<file path="src/rtl/lsu.sv">
// Load/store unit: issues one load or store at a time on the littlecpu data bus,
// checks alignment, extracts and extends sub-word loads, and aborts silent accesses.
module lsu #(
   parameter int unsigned TIMEOUT_CYCLES = 255
) (
   input  logic        clk,
   input  logic        reset,
   input  logic        req_valid,
   output logic        req_ready,
   input  logic        req_store,
   input  logic [1:0]  req_size,
   input  logic        req_unsigned,
   input  logic [31:0] req_addr,
   input  logic [31:0] req_wdata,
   input  logic [4:0]  req_rd,
   output logic        rsp_valid,
   output logic [31:0] rsp_rdata,
   output logic [4:0]  rsp_rd,
   output logic        rsp_misaligned,
   output logic        rsp_timeout,
   output logic        mem_ready,
   output logic [31:0] mem_addr,
   output logic [31:0] mem_wdata,
   output logic [3:0]  mem_wstrb,
   input  logic        mem_valid,
   input  logic [31:0] mem_rdata
);

   typedef enum logic [1:0] {IDLE, BUS, RESP} state_t;

   localparam int CW = (TIMEOUT_CYCLES > 1) ? $clog2(TIMEOUT_CYCLES) : 1;
   localparam logic [CW-1:0] LIMIT = CW'(TIMEOUT_CYCLES - 1);

   state_t        state_q, state_d;
   logic [CW-1:0] count_q;
   logic [1:0]    addr_lo_q;
   logic [1:0]    size_q;
   logic          uns_q;
   logic          store_q;
   logic          misaligned;
   logic          timeout_hit;
   logic [3:0]    store_strb;
   logic [31:0]   store_data;
   logic [31:0]   shifted;
   logic [31:0]   load_data;

   always_comb begin
      case (req_size)
         2'b00:   misaligned = 1'b0;
         2'b01:   misaligned = req_addr[0];
         2'b10:   misaligned = |req_addr[1:0];
         default: misaligned = 1'b1;
      endcase
   end

   // A limit of zero disables the abort entirely.
   assign timeout_hit = (TIMEOUT_CYCLES != 0) && (count_q == LIMIT);

   always_comb begin
      store_strb = 4'b1111;
      store_data = req_wdata;
      case (req_size)
         2'b00: begin
            store_strb = 4'b0001 << req_addr[1:0];
            store_data = {4{req_wdata[7:0]}};
         end
         2'b01: begin
            store_strb = 4'b0011 << req_addr[1:0];
            store_data = {2{req_wdata[15:0]}};
         end
         default: ;
      endcase
   end

   assign shifted = mem_rdata >> {addr_lo_q, 3'b000};

   always_comb begin
      case (size_q)
         2'b00:   load_data = uns_q ? {24'h0, shifted[7:0]}
                                    : {{24{shifted[7]}}, shifted[7:0]};
         2'b01:   load_data = uns_q ? {16'h0, shifted[15:0]}
                                    : {{16{shifted[15]}}, shifted[15:0]};
         default: load_data = shifted;
      endcase
   end

   always_ff @(posedge clk or negedge reset) begin
      if (!reset) state_q <= IDLE;
      else        state_q <= state_d;
   end

   // Completion is checked before the limit so a last-cycle answer still succeeds.
   always_comb begin
      state_d = state_q;
      case (state_q)
         IDLE: if (req_valid) state_d = misaligned ? RESP : BUS;
         BUS:  if (mem_valid || timeout_hit) state_d = RESP;
         RESP: state_d = IDLE;
         default: state_d = IDLE;
      endcase
   end

   always_comb begin
      req_ready = (state_q == IDLE);
      rsp_valid = (state_q == RESP);
   end

   always_ff @(posedge clk or negedge reset) begin
      if (!reset) begin
         count_q        <= '0;
         addr_lo_q      <= 2'b00;
         size_q         <= 2'b00;
         uns_q          <= 1'b0;
         store_q        <= 1'b0;
         mem_ready      <= 1'b0;
         mem_addr       <= 32'h0;
         mem_wdata      <= 32'h0;
         mem_wstrb      <= 4'b0000;
         rsp_rdata      <= 32'h0;
         rsp_rd         <= 5'd0;
         rsp_misaligned <= 1'b0;
         rsp_timeout    <= 1'b0;
      end else begin
         case (state_q)
            IDLE: begin
               if (req_valid) begin
                  addr_lo_q      <= req_addr[1:0];
                  size_q         <= req_size;
                  uns_q          <= req_unsigned;
                  store_q        <= req_store;
                  rsp_rd         <= req_rd;
                  rsp_rdata      <= 32'h0;
                  rsp_misaligned <= misaligned;
                  rsp_timeout    <= 1'b0;
                  count_q        <= '0;
                  if (!misaligned) begin
                     mem_ready <= 1'b1;
                     mem_addr  <= {req_addr[31:2], 2'b00};
                     mem_wdata <= store_data;
                     mem_wstrb <= req_store ? store_strb : 4'b0000;
                  end
               end
            end
            BUS: begin
               if (mem_valid) begin
                  mem_ready <= 1'b0;
                  rsp_rdata <= store_q ? 32'h0 : load_data;
               end else if (timeout_hit) begin
                  mem_ready   <= 1'b0;
                  rsp_timeout <= 1'b1;
               end else begin
                  count_q <= count_q + 1'b1;
               end
            end
            default: ;
         endcase
      end
   end

endmodule

</file>
<file path="config.mk">
export PLATFORM = sky130hd
export DESIGN_NAME = lsu
export DESIGN_NICKNAME = d
export VERILOG_FILES = /design/src/rtl/lsu.sv
export SDC_FILE = /design/constraint.sdc
export NUM_CORES = 1
export LEC_CHECK = 0
export ABC_AREA = 0
export BUFFER_PORTS_ARGS = -buffer_cell sky130_fd_sc_hd__buf_2
export CAP_MARGIN = 15
export CELL_PAD_IN_SITES_DETAIL_PLACEMENT = 1
export CELL_PAD_IN_SITES_GLOBAL_PLACEMENT = 1
export CORE_MARGIN = 10
export CORE_UTILIZATION = 35
export CTS_CLUSTER_DIAMETER = 150
export DETAILED_ROUTE_END_ITERATION = 10
export PLACE_DENSITY_LB_ADDON = 0.05
export REMOVE_ABC_BUFFERS = 1
export SYNTH_ARGS = -nofsm -noshare
export SYNTH_HDL_FRONTEND = slang
export SYNTH_SLANG_ARGS = --single-unit
</file>
<file path="constraint.sdc">
create_clock -name clk -period 2.9 [get_ports clk]
set_input_delay 0.145 -clock clk [delete_from_list [all_inputs] [get_ports clk]]
set_output_delay 0.145 -clock clk [all_outputs]
set_load 0.05 [all_outputs]
</file>
==> out/qor.txt, run 1 <==
Status: finished, final reports clean
Post-synth EDFFs: 0
YS warnings: 0
Comb pwr share: 44.2%
Diode count: 0
Critical path endpoint category: flop
Peak VDD IR: 0.0005525 V
Wire per inst: 19.36 um
Worst Tran Pin Value: 0.7810 ns
Fill cell count: 1811
Slew Limit Fails: 0
Skew-Pair Late Insertion Delay: 0.41 ns
Layout area overhead: 41.58%
Max-cap violations: 0
First-pass GRT wire length: 30.77 mm
# Post-CTS Setup Buffers: 0
Setup ws final: 0.8365 ns
CTS tree: done
Core area: 16000 um2
Aggregate global-route resource usage: 17.63%
Seq/Total Area, Yosys: 53.07%
Worst EP required: 3.19 ns
H-Tree Depth: 4
Most frequent cell after synthesis: dfrtp_1
Tcrit/Tclk final: 71.15%
# hold bufs at CTS: 53
Total negative slack: 0 ns
Starting Density: 35.96%
Drt via density: 5.022
Die height: 148.2 um
Initial antenna violation count: 0
Slew HR: 47.93%
Fin cells: 997
F_max: 484.6 MHz
Unrepaired setup endpoints after global routing: no
Async S/R FF share, synth: 100.0%
Net Switching: 3.774 mW
Post-synthesis average cell area: 11.35 um2
Io pins: 219
Clock sinks: 122
PD cells: 1013 nW/um2
Share of cells above drive strength 1: 35.34%
Clock Path Buffers: 2
Commonest cells post-synth: 122 x dfrtp_1, 64 x nand2_1, 48 x mux2_1
Clk_skew: 0.008027 ns
Synth Flop Type: dfrtp_1
Detailed-route via count: 5007
Post-synth top area share: 53.07%
Vias in the first global route: 5444
Site Rows: 46
DR iter-0 viols: 182
CP Max Fanout: 32
Placed cell count: 911
Pre-CTS setup slack: 0.8722 ns
Pint: 4.479 mW
Post_cts resized: 0
Maximum number of pins on one net before global-route repair: 67
DRT antenna net count: 0
Post-synthesis cell area: 5753 um2
Total gr overflow: 0
WP data arrival: 2.35 ns
Final min period: 2.063 ns
Clock root cell: clkbuf_16
Leading area contributor after synthesis: dfrtp_1
Syn Inst Count: 507
DRC Markers: 0
Clock-pin transition on the worst setup and hold timing paths: 0.06 ns
Area of the multi-input gates: 2454 um2
RePlAce Congestion: 0.7843
Final wirelength: 19.31 mm
Post-synthesis sequential element count: 122
Num CTS Buffers: 17
Clk pwr share: 25.3%
Yosys cell types: 45
Die Wd: 148.2 um
DP HPWL: 13.59 mm
Hold Crit Class: in -> reg
Nets: 879
Sequential share of power: 30.5%
Leak: 3.956 nW
Finish-stage setup viols: 0
Detailed Routing Iterations Pass 1: 4
Port buffer count: 216
Sw Ratio: 45.73%
Top cells by area, synth: dfrtp_1 53%, mux2_1 9.4%, mux2i_1 7.5%
Die area: 21960 um2
Critical path class: reg -> reg
Kind of start point of the critical path: flop
Sequential cell area: 3053 um2
Final hold vios: 0
[power groups by stage]
| stage | Sequential [mW] | Combinational [mW] | Clock (mW) |
|---|---|---|---|
| 3_3_place_gp | 2.51 | 3.56 | 0 |
| 4_1_cts | 2.52 | 3.69 | 2.14 |
| 6_report | 2.52 | 3.65 | 2.09 |
| 5_1_grt | 2.59 | 3.88 | 2.22 |
| 2_1_floorplan | 4.27 | 0.810 | 0 |
| 3_5_place_dp | 2.54 | 3.62 | 0 |
[area by class of cell]
| class | instances | area share (%) |
|---|---|---|
| Clock buffer | 20 | 5.607 |
| Clock inverter | 12 | 1.521 |
| Sequential cell | 122 | 37.48 |
| Timing Repair Buffer | 281 | 21.63 |
| Tap cell | 216 | 3.318 |
| Inverter | 7 | 0.3226 |
| Multi-Input combinational cell | 339 | 30.12 |
[layout by cell type, fill, tap and decap left out, types with 7 or more instances in the layout]
master and count:
mux2_2 10, dfrtp_1 122, o21ai_0 22, mux2_1 48, dlygate4sd3_1 53, nor2_1 18
mux2i_1 43, buf_4 9, a21oi_1 43, nand2_1 64, o21ai_1 18, a221o_1 16
buf_2 215, inv_1 7, nand3b_1 10, clkbuf_16 17
[per-stage QoR]
step / util, % / power (mW) / hold WS (ns) / cell area (um2)
floorplan: - / 5.084 / -0.1506 / 5532
global placement: 43.79 / 6.070 / 0.2666 / 7007
detailed placement: 43.79 / 6.160 / 0.2763 / 7007
CTS: 50.74 / 8.346 / 0.004682 / 8118
global route: 50.91 / 8.692 / 0.02952 / 8145
finish: 50.91 / 8.254 / 0.01913 / 8145
[layer usage]
metal  vias up  global-route usage, %  wire [um]
li1       2327                      -          -
met1      2496                  20.48       8158
met2       162                  28.73       9276
met3        22                  7.251       1541
met4         0                  6.194        329
met5         -                      0          0
[critical path: stages, from the launching register on]
cell and delay [ns]:
dfrtp_1 0.45, nor2_1 0.19, and2_1 0.18, and2_2 0.47, buf_12 0.27, mux2_1 0.36
[cell families (layout without fill, tap and decap cells)]
| family | after synthesis | count (layout) | share of synthesized area, % |
|---|---|---|---|
| simple gates | 113 | 113 | 9.591 |
| mux | 103 | 103 | 19.62 |
| fa+ha+maj | 2 | 2 | 0.4349 |
| flops | 122 | 122 | 53.07 |
| compound gates | 115 | 115 | 12.24 |
| buf+inv | 47 | 320 | 4.372 |
| other cells | 1 | 2 | 0.06518 |
| xor+xnor | 4 | 4 | 0.6091 |
[worst paths after layout]
path | cells after the start | from | slack (ns) | end
worst min register to register | 2 | rsp_timeout | 0.47 | rsp_timeout
min in group asynchronous | 2 | reset | 0.37 | rsp_rdata[2]
max in group asynchronous | 3 | reset | 1.70 | mem_addr[23]
worst max-delay path | 5 | state_q[0] | 0.84 | mem_wdata[26]
worst max register to register | 5 | state_q[0] | 0.84 | mem_wdata[26]
worst min-delay path | 3 | req_addr[0] | 0.02 | addr_lo_q[0]
[sequential cells by signal, summed over array words and instances, names as in the netlist]
name	count
uns_q	1
rsp_misaligned	1
addr_lo_q	2
rsp_timeout	1
rsp_rd	5
mem_addr	30
mem_ready	1
size_q	2
rsp_rdata	32
store_q	1
mem_wdata	32
state_q	2
mem_wstrb	4
count_q	8
Note: power is estimated with default switching activity, not from simulation.
==> inputs of run 2 (changes only) <==
- clock period: 2.9 -> 2.1 ns (I/O delays scaled with it)
==> out/qor.txt, run 2 (synthesis gave the netlist of run 1 again) <==
Most frequent cells in the layout: 215 x buf_2, 122 x dfrtp_1, 64 x nand2_1
Die height: 148.2 um (unchanged)
Final wirelength: 19.49 mm (+0.97%)
Fin area: 8309 um2 (+2.0%)
FF-to-FF Start: addr_lo_q[1]
Drt via density: 4.962 (-1.2%)
Net Switching: 5.270 mW (+40%)
CP Max Fanout: 17 (-47%)
DR iter-0 viols: 142 (-22%)
Max-cap violations: 0 (unchanged)
Placed cell count: 920 (+0.99%)
First-pass GRT wire length: 31.73 mm (+3.1%)
Clock sinks: 122 (unchanged)
Clk pwr share: 26.9% (+1.6 points)
Wire per inst: 19.24 um (-0.63%)
Detailed Routing Iterations Pass 1: 4 (unchanged)
Tcrit/Tclk final: 88.98% (+18 points)
Sequential share of power: 29.7% (-0.8 points)
Maximum number of pins on one net before global-route repair: 51 (-24%)
Leading cell type in the layout, fill and taps excluded: buf_2
Clk_skew: 0.006736 ns (-0.001291 ns)
Hold WS: 0.01114 ns (-0.007992 ns)
Status: finished, final reports clean
Leak: 4.035 nW (+2.0%)
Detailed-route via count: 5026 (+0.38%)
Post_cts resized: 0 (unchanged)
Die area: 21960 um2 (unchanged)
Io pins: 219 (unchanged)
Site Rows: 46 (unchanged)
Peak VDD IR: 0.0008991 V (+63%)
CTS tree: done
RePlAce Congestion: 0.7919 (+0.97%)
DP HPWL: 13.96 mm (+2.8%)
Worst Hold Endpoint: mem_wdata[31]
Final hold vios: 0 (unchanged)
Diode count: 0 (unchanged)
Skew-Pair Late Insertion Delay: 0.42 ns (about the same)
Kind of start point of the critical path: flop
Slew HR: 56.42% (+8.5 points)
Starting Density: 35.96% (unchanged)
Final min period: 1.869 ns (-0.1949 ns)
Clock-pin transition on the worst setup and hold timing paths: 0.06 ns (about the same)
Num CTS Buffers: 17 (unchanged)
Share of cells above drive strength 1: 35.76% (+0.42 points)
Layout area overhead: 44.43%
Slew Limit Fails: 0 (unchanged)
Initial antenna violation count: 0 (unchanged)
Placed Area: 7062 um2 (+0.79%)
Critical path endpoint category: flop
Clock Path Buffers: 2 (unchanged)
Pint: 6.416 mW (+43%)
Total gr overflow: 0 (unchanged)
Aggregate global-route resource usage: 18.18% (+0.55 points)
Unrepaired setup endpoints after global routing: no
Regs by FF count: mem_wdata: 32 flops, rsp_rdata: 32 flops, mem_addr: 30 flops
PD cells: 1406 nW/um2 (+39%)
Worst hold stages: 4 (+1)
Register-to-Register Path Depth: 5 (unchanged)
Comb pwr share: 43.4% (-0.8 points)
Critical path class: reg -> reg
FF-to-FF setup slack: 0.23 ns (-0.61 ns)
Hold Crit Class: in -> reg
Die Wd: 148.2 um (unchanged)
H-Tree Depth: 4 (unchanged)
Sw Ratio: 45.09% (-0.64 points)
Core area: 16000 um2 (unchanged)
Vias in the first global route: 5735 (+5.3%)
Total negative slack: 0 ns (unchanged)
F_max: 535.2 MHz (+10%)
Worst hold start: req_wdata[31]
Total power draw: 11.69 mW (+42%)
DRC Markers: 0 (unchanged)
Fin cells: 1013 (+1.6%)
Clock root cell: clkbuf_16
# Post-CTS Setup Buffers: 0 (unchanged)
Port buffer count: 216 (unchanged)
Finish-stage setup viols: 0 (unchanged)
Worst Tran Pin Value: 0.6522 ns (-0.1289 ns)
WP data arrival: 2.21 ns (-0.14 ns)
Nets: 895 (+1.8%)
Worst r2r dst: rsp_rdata[8]
DRT antenna net count: 0 (unchanged)
Worst EP required: 2.44 ns (-0.75 ns)
Fill cell count: 1788 (-1.3%)
-- run 2: critical path, stage by stage, from the launching register on --
cell,delay (ns)
dfrtp_1,0.39
buf_4,0.21
mux4_2,0.35
nor3b_2,0.51
a21oi_1,0.14
o21ai_1,0.17
-- run 2: final cells by class --
type | instances | area [um2] | area share, %
Sequential cell | 122 | 3053 | 36.74
Multi-Input combinational cell | 339 | 2454 | 29.53
Timing Repair Buffer | 297 | 1869 | 22.50
Clock buffer | 18 | 439.2 | 5.285
Tap cell | 216 | 270.3 | 3.253
Clock inverter | 14 | 197.7 | 2.379
Inverter | 7 | 26.28 | 0.3162
-- run 2: power by group through the flow --
stage	logic (mW)	registers [mW]	clock network (mW)
2_1_floorplan	1.12	5.90	0
3_3_place_gp	4.94	3.46	0
3_5_place_dp	5.02	3.51	0
4_1_cts	5.14	3.48	3.22
5_1_grt	5.40	3.58	3.36
6_report	5.07	3.47	3.15
-- run 2: worst max-delay path by stage --
stage | from | end | slack, ns | cells past startpoint
6_report | addr_lo_q[1] | rsp_rdata[8] | 0.23 | 5
5_1_grt | count_q[0] | count_q[6] | 0.05 | 5
4_1_cts | addr_lo_q[1] | rsp_rdata[8] | 0.20 | 5
3_5_place_dp | state_q[1] | rsp_rdata[20] | 0.26 | 4
3_3_place_gp | addr_lo_q[1] | rsp_rdata[19] | 0.34 | 3
2_1_floorplan | state_q[0] | mem_addr[10] | -1.98 | 4
-- run 2: metrics by stage --
| stage | worst slack, ns | utilization (%) |
|---|---|---|
| after global routing | 0.04672 | 51.93 |
| after floorplan | -1.981 | - |
| after detailed placement | 0.2551 | 44.14 |
| after CTS | 0.2023 | 51.93 |
| after global placement | 0.3354 | 44.14 |
| final | 0.2315 | 51.93 |
-- run 2: layer usage --
metal / vias up / routed length [um] / global-route usage, %
met5: - / 0 / 0
met4: 0 / 271 / 5.451
met3: 17 / 1551 / 7.706
met2: 137 / 9665 / 30.34
met1: 2511 / 8004 / 20.73
li1: 2361 / - / -
-- run 2: what timing repair did --
item                                    4_1_cts  5_1_grt
endpoints found under the hold margin       105        0
hold buffers                                 61        0
endpoints found under the setup margin        0        0
==> inputs of run 3 (changes only) <==
- CORE_ASPECT_RATIO: unset -> 1.2
- CORE_UTILIZATION: 35 -> 37
==> out/qor.txt, run 3 (synthesis gave the netlist of run 1 again) <==
Status: finished, final reports clean
Leak: 4.032 nW (about the same)
Core area: 15140 um2 (-5.4%)
CTS tree: done
Share of cells above drive strength 1: 35.71% (-0.054 points)
Critical path endpoint category: flop
F_max: 535.4 MHz (about the same)
PD cells: 1380 nW/um2 (-1.9%)
Util after Layout: 54.67% (+2.7 points)
Post_cts resized: 0 (unchanged)
RePlAce Congestion: 0.8270 (+4.4%)
Fin area: 8279 um2 (-0.36%)
Site Rows: 49 (+6.5%)
Port buffer count: 216 (unchanged)
Initial antenna violation count: 1 (+1)
Clock Path Buffers: 2 (unchanged)
DRC Markers: 0 (unchanged)
Vias in the first global route: 5683 (-0.91%)
Starting Density: 37.99% (+2.0 points)
Regs by FF count: mem_wdata: 32 flops, rsp_rdata: 32 flops, mem_addr: 30 flops
Pre-CTS setup slack: 0.2196 ns (-0.03548 ns)
DRT antenna net count: 0 (unchanged)
Tcrit/Tclk final: 88.94% (about the same)
Most frequent cells in the layout: 215 x buf_2, 122 x dfrtp_1, 64 x nand2_1, 64 x dlygate4sd3_1, 48 x mux2_1
# Post-CTS Setup Buffers: 0 (unchanged)
Clk_skew: 0.006725 ns (-0.00001099 ns)
First-pass GRT wire length: 31.61 mm (-0.37%)
WP data arrival: 2.20 ns (about the same)
Critical path class: reg -> reg
Slew Limit Fails: 0 (unchanged)
Wire per inst: 19.83 um (+3.1%)
Worst EP required: 2.43 ns (about the same)
Drt via density: 5.013 (+1.0%)
DP HPWL: 13.61 mm (-2.5%)
Placed Area: 7067 um2 (about the same)
Io pins: 219 (unchanged)
Leading cell type in the layout, fill and taps excluded: buf_2
Clock sinks: 122 (unchanged)
Detailed Routing Iterations Pass 1: 6 (+2)
Die height: 156.6 um (+5.7%)
Total negative slack: 0 ns (unchanged)
Maximum number of pins on one net before global-route repair: 123 (+140%)
Aggregate global-route resource usage: 18.95% (+0.77 points)
CP Max Fanout: 25 (+8)
Final hold vios: 0 (unchanged)
Final min period: 1.868 ns (-0.0009080 ns)
Setup ws final: 0.2324 ns (+0.0009080 ns)
Total gr overflow: 0 (unchanged)
Slew HR: 37.62% (-19 points)
Clock root cell: clkbuf_16
Clock-pin transition on the worst setup and hold timing paths: 0.06 ns (about the same)
Peak VDD IR: 0.0009264 V (+3.0%)
Layout area overhead: 43.91%
Nets: 899 (+0.45%)
Final wirelength: 19.95 mm (+2.4%)
Placed cell count: 909 (-1.2%)
DR iter-0 viols: 214 (+51%)
Skew-Pair Late Insertion Delay: 0.42 ns (about the same)
Die area: 20960 um2 (-4.6%)
H-Tree Depth: 4 (unchanged)
Hold WS: 0.02100 ns (+0.009858 ns)
Total power draw: 11.42 mW (-2.2%)
Finish-stage setup viols: 0 (unchanged)
Worst Tran Pin Value: 0.9357 ns (+0.2836 ns)
Kind of start point of the critical path: flop
Die Wd: 133.8 um (-9.7%)
Max-cap violations: 0 (unchanged)
Detailed-route via count: 5043 (+0.34%)
Hold Crit Class: in -> reg
Num CTS Buffers: 17 (unchanged)
Fin cells: 1006 (-0.69%)
Unrepaired setup endpoints after global routing: no
run 3: final cells by class:
type,instances,area (um2)
flip-flops and latches,122,3053
fillers,1702,6864
inverters,7,26.28
well taps,204,255.2
clock inverters,15,143.9
clock buffers,17,425.4
diodes,1,2.502
multi-input cells,339,2454
repair buffers,301,1919
run 3: per-layer routing:
| layer | GRT usage [%] | vias up | share of wire (%) |
|---|---|---|---|
| li1 | - | 2372 | - |
| met1 | 20.52 | 2498 | 39 |
| met2 | 33.08 | 148 | 52 |
| met3 | 7.527 | 25 | 7.4 |
| met4 | 6.383 | 0 | 1.8 |
| met5 | 0 | - | 0 |
run 3: repair_timing:
action | 4_1_cts | 5_1_grt
endpoints found under the setup margin | 0 | 0
hold buffers | 64 | 0
hold endpoints to repair | 188 | 0
run 3: final timing paths:
check                         startpoint            end  slack [ns]  cells after the start
hold reg to reg                rsp_rd[4]      rsp_rd[4]        0.48                      2
max in group asynchronous          reset   rsp_rdata[7]        1.18                      3
setup reg to reg              state_q[0]  rsp_rdata[13]        0.23                      5
min in group asynchronous          reset     count_q[6]        0.29                      3
hold / removal             req_wdata[11]  mem_wdata[11]        0.02                      3
setup / recovery              state_q[0]  rsp_rdata[13]        0.23                      5
run 3: power by group:
part	switching, mW	internal (mW)
Clock	1.16	1.65
Sequential	0.421	3.07
Combinational	3.77	1.36
Total	5.35	6.07
run 3: critical path, stage by stage (launching register included):
cell and delay, ns:
dfrtp_1 0.45, mux2i_1 0.20, or2_1 0.73, buf_4 0.27
nand2_1 0.06, o21ai_1 0.08
